File: config.mk
export PLATFORM = sky130hd
export DESIGN_NAME = branch_resolve
export DESIGN_NICKNAME = d
export VERILOG_FILES = /design/src/rtl/branch_resolve.sv
export SDC_FILE = /design/constraint.sdc
export NUM_CORES = 1
export LEC_CHECK = 0
export ABC_AREA = 1
export CORE_MARGIN = 3
export CORE_UTILIZATION = 50
export CTS_CLUSTER_SIZE = 20
export DETAILED_ROUTE_END_ITERATION = 10
export PLACE_DENSITY_LB_ADDON = 0.3
export SLEW_MARGIN = 20
export SYNTH_ARGS = -nofsm -noshare
export SYNTH_HDL_FRONTEND = slang
export SYNTH_SLANG_ARGS = --single-unit
File: constraint.sdc
create_clock -name Clk -period 5.53 [get_ports Clk]
set_input_delay 1.106 -clock Clk [delete_from_list [all_inputs] [get_ports Clk]]
set_output_delay 1.106 -clock Clk [all_outputs]
set_load 0.005 [all_outputs]
File: src/rtl/branch_resolve.sv
// Execute-stage branch resolution: checks the fetch-time prediction against the
// actual outcome, redirects fetch, updates the predictor and squashes wrong-path work.
module branch_resolve #(
  parameter int unsigned SHADOW = 1,
  parameter int unsigned CNT_W  = 32
) (
  input  logic             Clk,
  input  logic             Rst,
  input  logic             ExValid,
  input  logic             ExStall,
  input  logic             IsCondBr,
  input  logic             IsJump,
  input  logic             BrTaken,
  input  logic [31:0]      BrTarget,
  input  logic [31:0]      InstrAddr,
  input  logic [31:0]      PC,
  input  logic [33:0]      PPCCB,
  output logic             FlushPipeandPC,
  output logic [31:0]      JmpAddr,
  output logic             WriteEnable,
  output logic [1:0]       CB_o,
  output logic [31:0]      JmpInstrAddr,
  output logic [31:0]      CHJmpAddr,
  output logic [CNT_W-1:0] BranchCount,
  output logic [CNT_W-1:0] MispredCount
);

  localparam int unsigned SQ_W = 3;

  logic             flush_q, flush_d;
  logic             we_q, we_d;
  logic [1:0]       cb_q, cb_d;
  logic [31:0]      jmp_addr_q, jmp_addr_d;
  logic [31:0]      jmp_iaddr_q, jmp_iaddr_d;
  logic [31:0]      ch_addr_q, ch_addr_d;
  logic [CNT_W-1:0] bcnt_q, bcnt_d;
  logic [CNT_W-1:0] mcnt_q, mcnt_d;
  logic [SQ_W-1:0]  squash_q, squash_d;

  logic        res;
  logic        mis;
  logic [31:0] act;
  logic [31:0] pred_pc;
  logic [1:0]  cb_in;

  // Resolution, predictor update and squash bookkeeping
  always_comb begin
    flush_d     = 1'b0;
    we_d        = 1'b0;
    cb_d        = cb_q;
    jmp_addr_d  = jmp_addr_q;
    jmp_iaddr_d = jmp_iaddr_q;
    ch_addr_d   = ch_addr_q;
    bcnt_d      = bcnt_q;
    mcnt_d      = mcnt_q;
    squash_d    = squash_q;

    pred_pc = PPCCB[33:2];
    cb_in   = PPCCB[1:0];
    act     = (IsJump | (IsCondBr & BrTaken)) ? BrTarget : PC;
    mis     = (act != pred_pc);
    res     = ExValid & ~ExStall & (squash_q == '0);

    if (!ExStall && squash_q != '0) begin
      squash_d = squash_q - SQ_W'(1);
    end

    if (res) begin
      if (IsJump) begin
        we_d        = 1'b1;
        cb_d        = 2'b11;
        ch_addr_d   = BrTarget;
        jmp_iaddr_d = InstrAddr;
      end else if (IsCondBr) begin
        we_d        = 1'b1;
        if (BrTaken) cb_d = (cb_in == 2'b11) ? 2'b11 : cb_in + 2'd1;
        else         cb_d = (cb_in == 2'b00) ? 2'b00 : cb_in - 2'd1;
        ch_addr_d   = BrTarget;
        jmp_iaddr_d = InstrAddr;
      end else if (mis) begin
        // Predictor hit on a non-branch: invalidate the entry
        we_d        = 1'b1;
        cb_d        = 2'b00;
        ch_addr_d   = PC;
        jmp_iaddr_d = InstrAddr;
      end

      if (IsJump | IsCondBr) bcnt_d = bcnt_q + CNT_W'(1);

      if (mis) begin
        flush_d    = 1'b1;
        jmp_addr_d = act;
        mcnt_d     = mcnt_q + CNT_W'(1);
        squash_d   = SQ_W'(SHADOW);
      end
    end
  end

  always_ff @(posedge Clk or negedge Rst) begin
    if (!Rst) begin
      flush_q     <= 1'b0;
      we_q        <= 1'b0;
      cb_q        <= 2'b00;
      jmp_addr_q  <= '0;
      jmp_iaddr_q <= '0;
      ch_addr_q   <= '0;
      bcnt_q      <= '0;
      mcnt_q      <= '0;
      squash_q    <= '0;
    end else begin
      flush_q     <= flush_d;
      we_q        <= we_d;
      cb_q        <= cb_d;
      jmp_addr_q  <= jmp_addr_d;
      jmp_iaddr_q <= jmp_iaddr_d;
      ch_addr_q   <= ch_addr_d;
      bcnt_q      <= bcnt_d;
      mcnt_q      <= mcnt_d;
      squash_q    <= squash_d;
    end
  end

  assign FlushPipeandPC = flush_q;
  assign JmpAddr        = jmp_addr_q;
  assign WriteEnable    = we_q;
  assign CB_o           = cb_q;
  assign JmpInstrAddr   = jmp_iaddr_q;
  assign CHJmpAddr      = ch_addr_q;
  assign BranchCount    = bcnt_q;
  assign MispredCount   = mcnt_q;

endmodule

==> flow_results.xml, run 1 <==
<?xml version="1.0" encoding="UTF-8"?>
<metrics>
  <group name="status">
    <metric name="status" unit="">complete, no violations</metric>
  </group>
  <group name="floorplanning">
    <metric name="fp.dieH" unit="µm">142</metric>
    <metric name="die_footprint" unit="mm²">0.0203</metric>
    <metric name="placementRows" unit="">49</metric>
    <metric name="die_x" unit="µm">142</metric>
    <metric name="core-area" unit="mm²">0.0181</metric>
    <metric name="initial_core_util" unit="%">51.4</metric>
    <metric name="io_pins" unit="">301</metric>
  </group>
  <group name="detailed_routing">
    <metric name="postRouteAntennaNets" unit="">0</metric>
    <metric name="postRouteWirelength" unit="µm">29900</metric>
    <metric name="detail_route.first_pass.iterations" unit="">7</metric>
    <metric name="via_per_inst" unit="">5.34</metric>
    <metric name="wl_per_cell" unit="µm">16.7</metric>
    <metric name="routed-via-count" unit="">9532</metric>
    <metric name="drc" unit="">0</metric>
    <metric name="first_iter_violations" unit="">628</metric>
  </group>
  <group name="setup_path">
    <metric name="timing.critical_path.arrival" unit="ns">4.45</metric>
    <metric name="worst_ep_required_time" unit="ns">5.84</metric>
    <metric name="rr_endpoint" unit="">BranchCount[29]</metric>
    <metric name="worstSetupPathType" unit="">input port to register</metric>
    <metric name="reg2reg_slack" unit="ns">2.71</metric>
    <metric name="crit_fanout" unit="">44</metric>
    <metric name="critPathLaunchType" unit="">input port</metric>
    <metric name="critical_path.endpoint_type" unit="">register</metric>
    <metric name="reg2regPathDepth" unit="">11</metric>
    <metric name="r2r_start" unit="">squash_q[0]</metric>
  </group>
  <group name="grt">
    <metric name="grt_pass1_vias" unit="">9426</metric>
    <metric name="grt_first_pass_wirelength" unit="µm">47700</metric>
    <metric name="maximum_number_of_pins_on_one_net_before_global_route_repair" unit="">98</metric>
    <metric name="groute.usage.overall" unit="%">29.5</metric>
    <metric name="antenna_violations_before_repair" unit="">3</metric>
    <metric name="grt_overflow" unit="">0</metric>
  </group>
  <group name="synthesis">
    <metric name="synth-edff-count" unit="">0</metric>
    <metric name="synth_cell_types" unit="">25</metric>
    <metric name="netlist.area_leader.share" unit="%">45.0</metric>
    <metric name="netlist.top_cell.by_area" unit="">dfrtp_1</metric>
    <metric name="synth_seq_area_share" unit="%">45.0</metric>
    <metric name="postSynth.asyncResetShare" unit="%">100</metric>
    <metric name="netlist_top_cells_area" unit="">dfrtp_1 (45%), nand2_1 (19%), nand3_1 (11%), inv_1 (4.6%), xor2_1 (3.6%)</metric>
    <metric name="ys_warn_count" unit="">0</metric>
    <metric name="synth_seq_cells" unit="">167</metric>
    <metric name="netlist_instances" unit="">1271</metric>
    <metric name="synthesis.area_per_instance" unit="µm²">7.31</metric>
    <metric name="postSynthNetCount" unit="">1412</metric>
    <metric name="post_synthesis_instance_area" unit="mm²">0.00929</metric>
    <metric name="synthFlopType" unit="">dfrtp_1</metric>
  </group>
  <group name="layout">
    <metric name="ff_latch_area" unit="mm²">0.00418</metric>
    <metric name="post_route_cells_drive_above_1_share" unit="%">3.35</metric>
    <metric name="fill_cells" unit="">1449</metric>
    <metric name="final_core_util" unit="%">72.1</metric>
    <metric name="finalNetCount" unit="">1681</metric>
    <metric name="multi_input_area" unit="mm²">0.00440</metric>
    <metric name="non_filler_instance_count_after_layout" unit="">1784</metric>
    <metric name="synthToLayoutAreaGrowth" unit="%">40.3</metric>
  </group>
  <group name="pwr">
    <metric name="power.density" unit="mW/mm²">351</metric>
    <metric name="vdd_drop_max" unit="mV">0.261</metric>
    <metric name="leakagePower" unit="µW">0.00646</metric>
  </group>
  <group name="sta">
    <metric name="timing.slew.headroom" unit="%">46.5</metric>
    <metric name="rsz0062_at_grt" unit="">false</metric>
    <metric name="max_clock_freq" unit="GHz">0.241</metric>
    <metric name="finalSetupTns" unit="ns">0</metric>
    <metric name="clock-skew-final" unit="ns">0.00803</metric>
    <metric name="finalSetupViolations" unit="">0</metric>
    <metric name="final-max-slew-violation-count" unit="">0</metric>
    <metric name="tightestPinTransition" unit="ns">0.802</metric>
    <metric name="finalHoldViolations" unit="">0</metric>
    <metric name="timing.final.crit_share" unit="%">74.9</metric>
    <metric name="post-route-min-period" unit="ns">4.14</metric>
  </group>
  <group name="cts">
    <metric name="cts_tree" unit="">yes</metric>
    <metric name="htree_num_levels" unit="">4</metric>
    <metric name="cts_inserted_buffers" unit="">17</metric>
    <metric name="count_of_instances_resized_after_the_clock_tree_is_built" unit="">0</metric>
    <metric name="clock_sink_count" unit="">167</metric>
    <metric name="cts_hold_repair.buffers" unit="">0</metric>
    <metric name="clkSlewWorstSetupHoldPaths" unit="ns">0.06</metric>
    <metric name="clkLatencyLatePin" unit="ns">0.42</metric>
    <metric name="clk_root_buffer_cell" unit="">clkbuf_16</metric>
    <metric name="max-clock-path-buffers" unit="">2</metric>
    <metric name="post-cts-setup-buffer-count" unit="">0</metric>
  </group>
  <group name="hold_path">
    <metric name="holdCritPathClass" unit="">register to register</metric>
    <metric name="min_path_cells" unit="">1</metric>
    <metric name="min_delay_worst_endpoint" unit="">BranchCount[28]</metric>
    <metric name="hold_path_startpoint" unit="">BranchCount[28]</metric>
  </group>
  <group name="placement">
    <metric name="dp_hpwl" unit="µm">21600</metric>
    <metric name="port-buffer-count" unit="">300</metric>
    <metric name="dp_cells" unit="">1750</metric>
    <metric name="gp_weighted_congestion" unit="">0.920</metric>
  </group>
  <group name="run">
    <metric name="max_cap_violations" unit="">0</metric>
  </group>
</metrics>
[critical path: stages]
cell and delay [ns]:
clkdlybuf4s50_1 0.65, nand2_1 0.12, nand2_1 0.08, buf_4 0.39, nand2_1 0.16, nand2_1 0.11, nand2_1 0.05, nand2_1 0.05
nand2_1 0.05, nor2_1 0.09, nand2_1 0.08, nor2_1 0.25, nand3_2 0.53, buf_4 0.50, nand3_1 0.14, nand2_1 0.06
[cell type report]
cell class | count | share of cell area, %
Multi-Input combinational cell | 926 | 33.8
Sequential cell | 167 | 32.0
Timing Repair Buffer | 311 | 23.9
Clock buffer | 21 | 3.61
Inverter | 117 | 3.37
Tap cell | 229 | 2.20
Clock inverter | 10 | 1.09
Antenna cell | 3 | 0.0576
[flip-flops by register name (all words and copies together), names as in the netlist]
register,cells
CB_o,2
CHJmpAddr,32
WriteEnable,1
JmpInstrAddr,32
BranchCount,32
MispredCount,32
FlushPipeandPC,1
JmpAddr,32
squash_q,3
[per-stage QoR]
step / setup slack (ns) / area, µm² / hold slack (ns) / total power (µW)
6_report: 1.39 / 13000 / 0.489 / 4580
5_1_grt: 1.12 / 13000 / 0.516 / 4850
4_1_cts: 1.43 / 13000 / 0.488 / 4610
3_5_place_dp: 0.981 / 12400 / 0.473 / 3350
3_3_place_gp: 1.05 / 12400 / 0.466 / 3310
2_1_floorplan: 2.79 / 9290 / 0.465 / 2320
[cells in the final DEF, fill, tap and decap left out]
cell type	synthesis	layout
nor3_2	1	1
nor3_1	25	25
clkinv_2	0	2
nand3_1	200	199
buf_6	1	1
nor2_4	0	2
clkinvlp_4	0	1
ha_1	4	4
bufinv_16	0	3
nand3b_1	30	30
clkdlybuf4s50_1	0	299
nand4_1	8	8
inv_2	3	3
nand2_1	461	461
o21ai_0	66	66
nand2_4	0	1
buf_4	14	9
nor2_1	50	49
clkbuf_1	30	1
buf_12	0	2
nand3_2	0	1
clkbuf_8	0	3
inv_6	0	2
nor4_1	8	8
o21ai_4	0	1
clkinv_4	0	2
clkbuf_16	0	17
nor3_4	1	1
xor2_1	38	38
o21ai_1	8	7
diode_2	0	3
inv_1	114	114
dfrtp_1	167	167
o21a_1	1	1
xnor2_1	23	23
[worst max path at each step]
stage,cells past startpoint,to,slack [ns],startpoint
2_1_floorplan,15,squash_q[0],2.79,IsJump
3_3_place_gp,16,CHJmpAddr[31],1.05,IsCondBr
3_5_place_dp,16,CHJmpAddr[31],0.98,IsCondBr
4_1_cts,16,CHJmpAddr[31],1.43,IsCondBr
5_1_grt,16,JmpInstrAddr[22],1.12,IsCondBr
6_report,16,JmpInstrAddr[19],1.39,IsCondBr
[cells by family (layout without fill, tap and decap cells)]
kind of cell / count (synthesis) / after routing / share of synthesized area [%]
AOI/OAI and AO/OA: 75 / 75 / 4.07
xor gates and xnor gates: 61 / 61 / 5.75
adders and majority gates: 4 / 4 / 0.539
buffers and inverters: 178 / 459 / 8.00
DFF: 167 / 167 / 45.0
other: 0 / 3 / 0
and+or+nand+nor: 786 / 786 / 36.7
[report_power, final]
group | switching, µW | total [µW] | leakage, µW | internal (µW)
sequential | 245 | 1820 | 0.00218 | 1570
clock | 502 | 1250 | 0.000300 | 748
combinational | 631 | 1510 | 0.00398 | 876
total | 1380 | 4580 | 0.00646 | 3200
[layer usage]
layer	GRT usage [%]	routed length (µm)	vias to the layer above
li1	-	-	4599
met1	37.1	11900	4457
met2	48.0	14300	400
met3	7.59	2390	76
met4	13.7	1270	0
met5	0	0	-
[synthesized netlist by cell type, types with 3 or more instances]
library cell / number
buf_4: 14
nor3_1: 25
inv_2: 3
clkbuf_1: 30
nor4_1: 8
buf_1: 4
nand3_1: 200
nor2_1: 50
xor2_1: 38
nand3b_1: 30
nand2_1: 461
o21ai_1: 8
ha_1: 4
dfrtp_1: 167
o21ai_0: 66
nand4_1: 8
buf_2: 12
inv_1: 114
xnor2_1: 23
Power figures use the tool's default switching activity.
==> inputs of run 2 (changes only) <==
--- a/config.mk
+++ b/config.mk
@@ -7,7 +7,7 @@
 export LEC_CHECK = 0
 export ABC_AREA = 1
 export CORE_MARGIN = 3
-export CORE_UTILIZATION = 50
+export CORE_UTILIZATION = 47
 export CTS_CLUSTER_SIZE = 20
 export DETAILED_ROUTE_END_ITERATION = 10
 export PLACE_DENSITY_LB_ADDON = 0.3
==> constraint.sdc (replaced) <==
create_clock -name Clk -period 4.1 [get_ports Clk]
set_input_delay 0.82 -clock Clk [delete_from_list [all_inputs] [get_ports Clk]]
set_output_delay 0.82 -clock Clk [all_outputs]
set_load 0.005 [all_outputs]
==> run 2 against run 1 <==
Against the previous run:
- sequential power up 35%
- clock-buffer cell count down 3
- core utilization down 3.2 points
- critical path type unchanged
- register-to-register slack worse by 1.2 ns
- clock skew up 0.0057 ns
- largest cell class unchanged
- total power up 36%
==> flow_results.xml, run 2 (synthesized netlist as in run 1, its figures left out) <==
<?xml version="1.0" encoding="UTF-8"?>
<metrics>
  <group name="status">
    <metric name="status" unit="">complete, no violations</metric>
  </group>
  <group name="floorplanning">
    <metric name="placementRows" unit="">50</metric>
    <metric name="die_x" unit="µm">147</metric>
    <metric name="io_pins" unit="">301</metric>
    <metric name="core-area" unit="mm²">0.0191</metric>
    <metric name="die_footprint" unit="mm²">0.0215</metric>
    <metric name="fp.dieH" unit="µm">147</metric>
    <metric name="initial_core_util" unit="%">48.7</metric>
  </group>
  <group name="cts">
    <metric name="clkSlewWorstSetupHoldPaths" unit="ns">0.07</metric>
    <metric name="max-clock-path-buffers" unit="">2</metric>
    <metric name="cts_inserted_buffers" unit="">17</metric>
    <metric name="clkLatencyLatePin" unit="ns">0.44</metric>
    <metric name="cts_tree" unit="">yes</metric>
    <metric name="clk_root_buffer_cell" unit="">clkbuf_16</metric>
    <metric name="cts_hold_repair.buffers" unit="">0</metric>
    <metric name="post-cts-setup-buffer-count" unit="">0</metric>
    <metric name="clock_sink_count" unit="">167</metric>
    <metric name="htree_num_levels" unit="">4</metric>
    <metric name="count_of_instances_resized_after_the_clock_tree_is_built" unit="">0</metric>
  </group>
  <group name="setup_path">
    <metric name="critPathLaunchType" unit="">input port</metric>
    <metric name="critical_path.endpoint_type" unit="">register</metric>
    <metric name="cpMaxStageDelayCell" unit="">clkdlybuf4s50_1</metric>
    <metric name="worst_ep_required_time" unit="ns">4.39</metric>
    <metric name="timing.critical_path.arrival" unit="ns">3.73</metric>
    <metric name="reg2regPathDepth" unit="">10</metric>
    <metric name="cpPeakStageDelay" unit="ns">0.46</metric>
    <metric name="reg2reg_slack" unit="ns">1.48</metric>
    <metric name="critPathTopFamily" unit="">simple AND/OR/NAND/NOR gates</metric>
    <metric name="crit_path_cell_trace" unit="">clkdlybuf4s50_1 &gt; nand2_1 &gt; buf_4 &gt; nand3b_1 &gt; nand2_1 &gt; nand2_1 &gt; nand2_1 &gt; nand2_1 &gt; nor2_1 &gt; nand2_1 &gt; nor2_1 &gt; nand2_1 &gt; nand2_4 &gt; buf_12 &gt; o21ai_0</metric>
    <metric name="crit_buf_inv" unit="">3</metric>
    <metric name="crit_fanout" unit="">90</metric>
    <metric name="r2r_start" unit="">squash_q[0]</metric>
    <metric name="rr_endpoint" unit="">BranchCount[26]</metric>
    <metric name="worstSetupPathType" unit="">input port to register</metric>
    <metric name="path_common_cell" unit="">nand2_1</metric>
  </group>
  <group name="grt">
    <metric name="grt_pass1_vias" unit="">9201</metric>
    <metric name="grt_overflow" unit="">0</metric>
    <metric name="maximum_number_of_pins_on_one_net_before_global_route_repair" unit="">91</metric>
    <metric name="grt_first_pass_wirelength" unit="µm">47400</metric>
    <metric name="antenna_violations_before_repair" unit="">2</metric>
    <metric name="groute.usage.overall" unit="%">27.4</metric>
  </group>
  <group name="detailed_routing">
    <metric name="postRouteWirelength" unit="µm">29500</metric>
    <metric name="drc" unit="">0</metric>
    <metric name="routed-via-count" unit="">9465</metric>
    <metric name="first_iter_violations" unit="">613</metric>
    <metric name="wl_per_cell" unit="µm">16.2</metric>
    <metric name="postRouteAntennaNets" unit="">0</metric>
    <metric name="detail_route.first_pass.iterations" unit="">5</metric>
    <metric name="via_per_inst" unit="">5.21</metric>
  </group>
  <group name="placement">
    <metric name="port-buffer-count" unit="">300</metric>
    <metric name="dp_cells" unit="">1784</metric>
    <metric name="dp_hpwl" unit="µm">21400</metric>
    <metric name="gp_weighted_congestion" unit="">0.897</metric>
    <metric name="dp_worst_setup_slack" unit="ns">0.227</metric>
    <metric name="placedInstanceArea" unit="mm²">0.0125</metric>
  </group>
  <group name="sta">
    <metric name="post-route-min-period" unit="ns">3.44</metric>
    <metric name="finalHoldViolations" unit="">0</metric>
    <metric name="final-max-slew-violation-count" unit="">0</metric>
    <metric name="setup_slack" unit="ns">0.658</metric>
    <metric name="tightestPinTransition" unit="ns">0.840</metric>
    <metric name="finalSetupViolations" unit="">0</metric>
    <metric name="timing.final.crit_share" unit="%">83.9</metric>
    <metric name="timing.slew.headroom" unit="%">44.0</metric>
    <metric name="clock-skew-final" unit="ns">0.0137</metric>
    <metric name="rsz0062_at_grt" unit="">false</metric>
    <metric name="max_clock_freq" unit="GHz">0.291</metric>
    <metric name="final.hold.worst_slack" unit="ns">0.426</metric>
    <metric name="finalSetupTns" unit="ns">0</metric>
  </group>
  <group name="layout">
    <metric name="synthToLayoutAreaGrowth" unit="%">41.4</metric>
    <metric name="layout.cells.most_common_list" unit="">nand2_1 (461), clkdlybuf4s50_1 (299), nand3_1 (199)</metric>
    <metric name="finalNetCount" unit="">1684</metric>
    <metric name="final_cell_area" unit="mm²">0.0131</metric>
    <metric name="post_route_cells_drive_above_1_share" unit="%">3.60</metric>
    <metric name="layout_commonest_cell" unit="">nand2_1</metric>
    <metric name="non_filler_instance_count_after_layout" unit="">1818</metric>
  </group>
  <group name="hold_path">
    <metric name="holdCritPathClass" unit="">input port to asynchronous set/reset pin</metric>
  </group>
  <group name="run">
    <metric name="max_cap_violations" unit="">0</metric>
  </group>
  <group name="pwr">
    <metric name="vdd_drop_max" unit="mV">0.319</metric>
    <metric name="power.density" unit="mW/mm²">474</metric>
    <metric name="leakagePower" unit="µW">0.00649</metric>
  </group>
</metrics>
-- run 2: cell count changes in the layout (fill, tap and decap cells not counted) --
| cell | before | now |
|---|---|---|
| buf_12 | 2 | 4 |
| buf_4 | 9 | 10 |
| clkbuf_8 | 3 | 0 |
| clkinv_2 | 2 | 0 |
| clkinv_4 | 2 | 0 |
| clkinv_8 | 0 | 1 |
| diode_2 | 3 | 2 |
| inv_6 | 2 | 5 |
| inv_8 | 0 | 4 |
-- run 2: layout make-up --
| type | count | area (µm²) |
|---|---|---|
| diodes | 2 | 5.00 |
| clock buffers | 18 | 429 |
| clock inverters | 14 | 203 |
| fillers | 1588 | 5940 |
| inverters | 117 | 439 |
| multi-input cells | 926 | 4400 |
| flip-flops and latches | 167 | 4180 |
| well taps | 260 | 325 |
| repair buffers | 314 | 3160 |
-- run 2: metrics by stage --
step           total power, µW  util, %
2_1_floorplan             3130        -
3_3_place_gp              4460     65.5
3_5_place_dp              4520     65.5
4_1_cts                   6280     68.9
5_1_grt                   6570     68.9
6_report                  6230     68.9
-- run 2: how the worst max path moves through the flow --
stage,startpoint,depth (start not counted),end
after floorplan,IsJump,15,squash_q[0]
after global placement,BrTaken,16,CHJmpAddr[12]
after detailed placement,BrTaken,15,JmpAddr[12]
after CTS,BrTaken,16,CHJmpAddr[26]
after global routing,BrTaken,16,CHJmpAddr[25]
final,BrTaken,15,JmpAddr[25]
-- run 2: worst reg2reg max path, stage by stage, from the launching register on --
cell	delay, ns
dfrtp_1	0.38
inv_1	0.10
ha_1	0.15
nand2_1	0.14
nor3_4	0.32
nand2_1	0.15
nor2_1	0.27
nand3_1	0.18
nor3_1	0.47
nand3_1	0.18
xor2_1	0.18
-- run 2: metal layers --
metal	vias up	GRT usage, %	share of wire [%]
met5	-	0	0
met4	0	11.1	3.6
met3	67	6.67	7.8
met2	419	45.1	48
met1	4382	34.6	41
li1	4597	-	-
-- run 2: power by group --
| group | internal (µW) | total, µW | leakage, µW | switching [µW] |
|---|---|---|---|---|
| combinational | 1190 | 2030 | 0.00401 | 843 |
| clock | 992 | 1750 | 0.000307 | 753 |
| sequential | 2120 | 2460 | 0.00218 | 334 |
==> inputs of run 3 (changes only) <==
--- a/config.mk
+++ b/config.mk
@@ -7,7 +7,7 @@
 export LEC_CHECK = 0
 export ABC_AREA = 1
 export CORE_MARGIN = 3
-export CORE_UTILIZATION = 47
+export CORE_UTILIZATION = 42
 export CTS_CLUSTER_SIZE = 20
 export DETAILED_ROUTE_END_ITERATION = 10
 export PLACE_DENSITY_LB_ADDON = 0.3
==> constraint.sdc (replaced) <==
create_clock -name Clk -period 2.85 [get_ports Clk]
set_input_delay 0.57 -clock Clk [delete_from_list [all_inputs] [get_ports Clk]]
set_output_delay 0.57 -clock Clk [all_outputs]
set_load 0.005 [all_outputs]
==> run 3 against run 2 <==
Against the previous run:
- clock skew about the same
- via count increased by 1.3%
- largest cell class unchanged
- register-to-register slack got worse by 0.82 ns
- core utilization decreased by 4.9 points
- cell count increased by 3.7%
- highest routed layer is now met5
- global-route usage decreased by 2.2 points
==> flow_results.xml, run 3 (synthesized netlist as in run 1, its figures left out) <==
<?xml version="1.0" encoding="UTF-8"?>
<metrics>
  <group name="status">
    <metric name="status" unit="">complete, no violations</metric>
  </group>
  <group name="sta">
    <metric name="final-max-slew-violation-count" unit="">0</metric>
    <metric name="tightestPinTransition" unit="ns">0.754</metric>
    <metric name="finalHoldViolations" unit="">0</metric>
    <metric name="post-route-min-period" unit="ns">2.68</metric>
    <metric name="finalSetupViolations" unit="">0</metric>
    <metric name="clock-skew-final" unit="ns">0.0134</metric>
    <metric name="timing.final.crit_share" unit="%">94.2</metric>
    <metric name="rsz0062_at_grt" unit="">false</metric>
    <metric name="max_clock_freq" unit="GHz">0.372</metric>
    <metric name="timing.slew.headroom" unit="%">49.8</metric>
  </group>
  <group name="cts">
    <metric name="max-clock-path-buffers" unit="">2</metric>
    <metric name="htree_num_levels" unit="">4</metric>
    <metric name="cts_inserted_buffers" unit="">17</metric>
    <metric name="clkSlewWorstSetupHoldPaths" unit="ns">0.07</metric>
    <metric name="cts_hold_repair.buffers" unit="">0</metric>
    <metric name="clock_sink_count" unit="">167</metric>
    <metric name="cts_tree" unit="">yes</metric>
    <metric name="clkLatencyLatePin" unit="ns">0.43</metric>
    <metric name="clk_root_buffer_cell" unit="">clkbuf_16</metric>
  </group>
  <group name="pwr">
    <metric name="clkPwrFrac" unit="%">27.9</metric>
    <metric name="power.density" unit="mW/mm²">665</metric>
    <metric name="netSwitchingFraction" unit="%">30.9</metric>
    <metric name="net-switching-power" unit="µW">2810</metric>
    <metric name="leakagePower" unit="µW">0.00680</metric>
    <metric name="p_seq_share" unit="%">38.9</metric>
    <metric name="intPower" unit="µW">6280</metric>
    <metric name="comb_power_share" unit="%">33.2</metric>
    <metric name="vdd_drop_max" unit="mV">0.394</metric>
  </group>
  <group name="grt">
    <metric name="grt_first_pass_wirelength" unit="µm">48200</metric>
    <metric name="antenna_violations_before_repair" unit="">5</metric>
    <metric name="grt_pass1_vias" unit="">9118</metric>
    <metric name="grt_overflow" unit="">0</metric>
    <metric name="global_route_track_usage_on_met3" unit="%">7.78</metric>
    <metric name="grt_busiest_layer" unit="">met2</metric>
    <metric name="grt_util_met2" unit="%">40.4</metric>
    <metric name="groute.layer.met1.usage" unit="%">32.7</metric>
    <metric name="maximum_number_of_pins_on_one_net_before_global_route_repair" unit="">77</metric>
    <metric name="groute.usage.overall" unit="%">25.2</metric>
  </group>
  <group name="hold_path">
    <metric name="holdCritPathClass" unit="">input port to asynchronous set/reset pin</metric>
  </group>
  <group name="placement">
    <metric name="gp_weighted_congestion" unit="">0.935</metric>
    <metric name="port-buffer-count" unit="">300</metric>
    <metric name="dp_cells" unit="">1854</metric>
    <metric name="placedInstanceArea" unit="mm²">0.0130</metric>
    <metric name="dp_hpwl" unit="µm">23000</metric>
  </group>
  <group name="detailed_routing">
    <metric name="via_per_inst" unit="">5.09</metric>
    <metric name="routed-via-count" unit="">9591</metric>
    <metric name="drc" unit="">0</metric>
    <metric name="postRouteAntennaNets" unit="">0</metric>
    <metric name="postRouteWirelength" unit="µm">30600</metric>
    <metric name="detail_route.first_pass.iterations" unit="">5</metric>
    <metric name="wl_per_cell" unit="µm">16.2</metric>
    <metric name="first_iter_violations" unit="">441</metric>
  </group>
  <group name="layout">
    <metric name="synthToLayoutAreaGrowth" unit="%">47.1</metric>
    <metric name="layout.cells.most_common_list" unit="">nand2_1 (461), clkdlybuf4s50_1 (299), nand3_1 (199)</metric>
    <metric name="finalNetCount" unit="">1739</metric>
    <metric name="layout_commonest_cell" unit="">nand2_1</metric>
    <metric name="diodes_inserted" unit="">0</metric>
    <metric name="fill_cells" unit="">1882</metric>
    <metric name="final_cell_area" unit="mm²">0.0137</metric>
    <metric name="post_route_cells_drive_above_1_share" unit="%">6.95</metric>
    <metric name="non_filler_instance_count_after_layout" unit="">1886</metric>
    <metric name="ff_latch_area" unit="mm²">0.00418</metric>
    <metric name="multi_input_area" unit="mm²">0.00441</metric>
  </group>
  <group name="floorplanning">
    <metric name="io_pins" unit="">301</metric>
    <metric name="core-area" unit="mm²">0.0214</metric>
    <metric name="die_footprint" unit="mm²">0.0239</metric>
    <metric name="placementRows" unit="">53</metric>
    <metric name="fp.dieH" unit="µm">155</metric>
    <metric name="initial_core_util" unit="%">43.5</metric>
    <metric name="die_x" unit="µm">155</metric>
  </group>
  <group name="run">
    <metric name="max_cap_violations" unit="">0</metric>
  </group>
  <group name="setup_path">
    <metric name="reg2regPathDepth" unit="">11</metric>
    <metric name="critPathLaunchType" unit="">input port</metric>
    <metric name="rr_endpoint" unit="">BranchCount[29]</metric>
    <metric name="reg2reg_slack" unit="ns">0.66</metric>
    <metric name="r2r_start" unit="">squash_q[0]</metric>
    <metric name="crit_fanout" unit="">41</metric>
    <metric name="timing.critical_path.arrival" unit="ns">2.98</metric>
    <metric name="critical_path.endpoint_type" unit="">register</metric>
    <metric name="worst_ep_required_time" unit="ns">3.14</metric>
    <metric name="worstSetupPathType" unit="">input port to register</metric>
  </group>
</metrics>
## run 3: cell types whose count changed in the layout (fill, tap and decap cells not counted), sizes merged
cell	change
buf	+55
diode	-2
clkinv	+2
inv	-1
clkinvlp	-1
## run 3: how the worst max path moves through the flow
stage	endpoint	slack (ns)	start	cells past startpoint
2_1_floorplan	squash_q[0]	0.65	IsJump	15
4_1_cts	MispredCount[3]	0.13	BrTaken	17
3_3_place_gp	MispredCount[4]	-0.22	BrTaken	17
5_1_grt	JmpAddr[5]	0.01	IsCondBr	18
3_5_place_dp	MispredCount[3]	-0.31	BrTaken	17
6_report	squash_q[0]	0.17	BrTaken	17
## run 3: metrics by stage
step	util [%]	TNS [ns]	power, µW	setup slack [ns]	hold slack (ns)
final	64.0	0	9090	0.165	0.178
after global placement	61.0	-19.66	6530	-0.219	0.458
after floorplan	-	0	4500	0.647	0.274
after detailed placement	61.0	-28.09	6600	-0.312	0.459
after CTS	64.0	0	9170	0.127	0.208
after global routing	64.0	0	9580	0.0101	0.219
## run 3: area by class of cell
type | count | area share [%]
Sequential cell | 167 | 30.6
Inverter | 117 | 3.23
Clock inverter | 14 | 1.49
Multi-Input combinational cell | 926 | 32.3
Timing Repair Buffer | 369 | 26.7
Tap cell | 275 | 2.52
Clock buffer | 18 | 3.21
## run 3: power by group through the flow
stage	Sequential (µW)	Combinational, µW	Clock (µW)
after detailed placement	3550	3050	0
after CTS	3530	3060	2580
after global routing	3610	3300	2670
final	3540	3020	2540
after global placement	3550	2990	0
after floorplan	3530	971	0
## run 3: what timing repair did
| action | 4_1_cts | 5_1_grt |
|---|---|---|
| gates resized for setup | 0 | 3 |
| endpoints found under the setup margin | 0 | 27 |
| setup buffers | 0 | 0 |
## run 3: layer usage
metal / wire length, µm / share of wire [%]
met3: 2500 / 8.2
met2: 14400 / 47
met1: 12700 / 41
met5: 69 / 0.23
met4: 886 / 2.9
## run 3: critical path, stage by stage
cell and delay [ns]:
clkdlybuf4s50_1 0.47, nand2_1 0.11, nand2_1 0.13, buf_12 0.17, buf_12 0.15, nand2_1 0.07, nand2_1 0.09, nand2_1 0.06
nand2_1 0.05, nand2_1 0.05, nor2_1 0.12, nand2_1 0.08, nor2_1 0.15, nand2_1 0.17, nand2_8 0.17, buf_12 0.22
o21ai_0 0.12
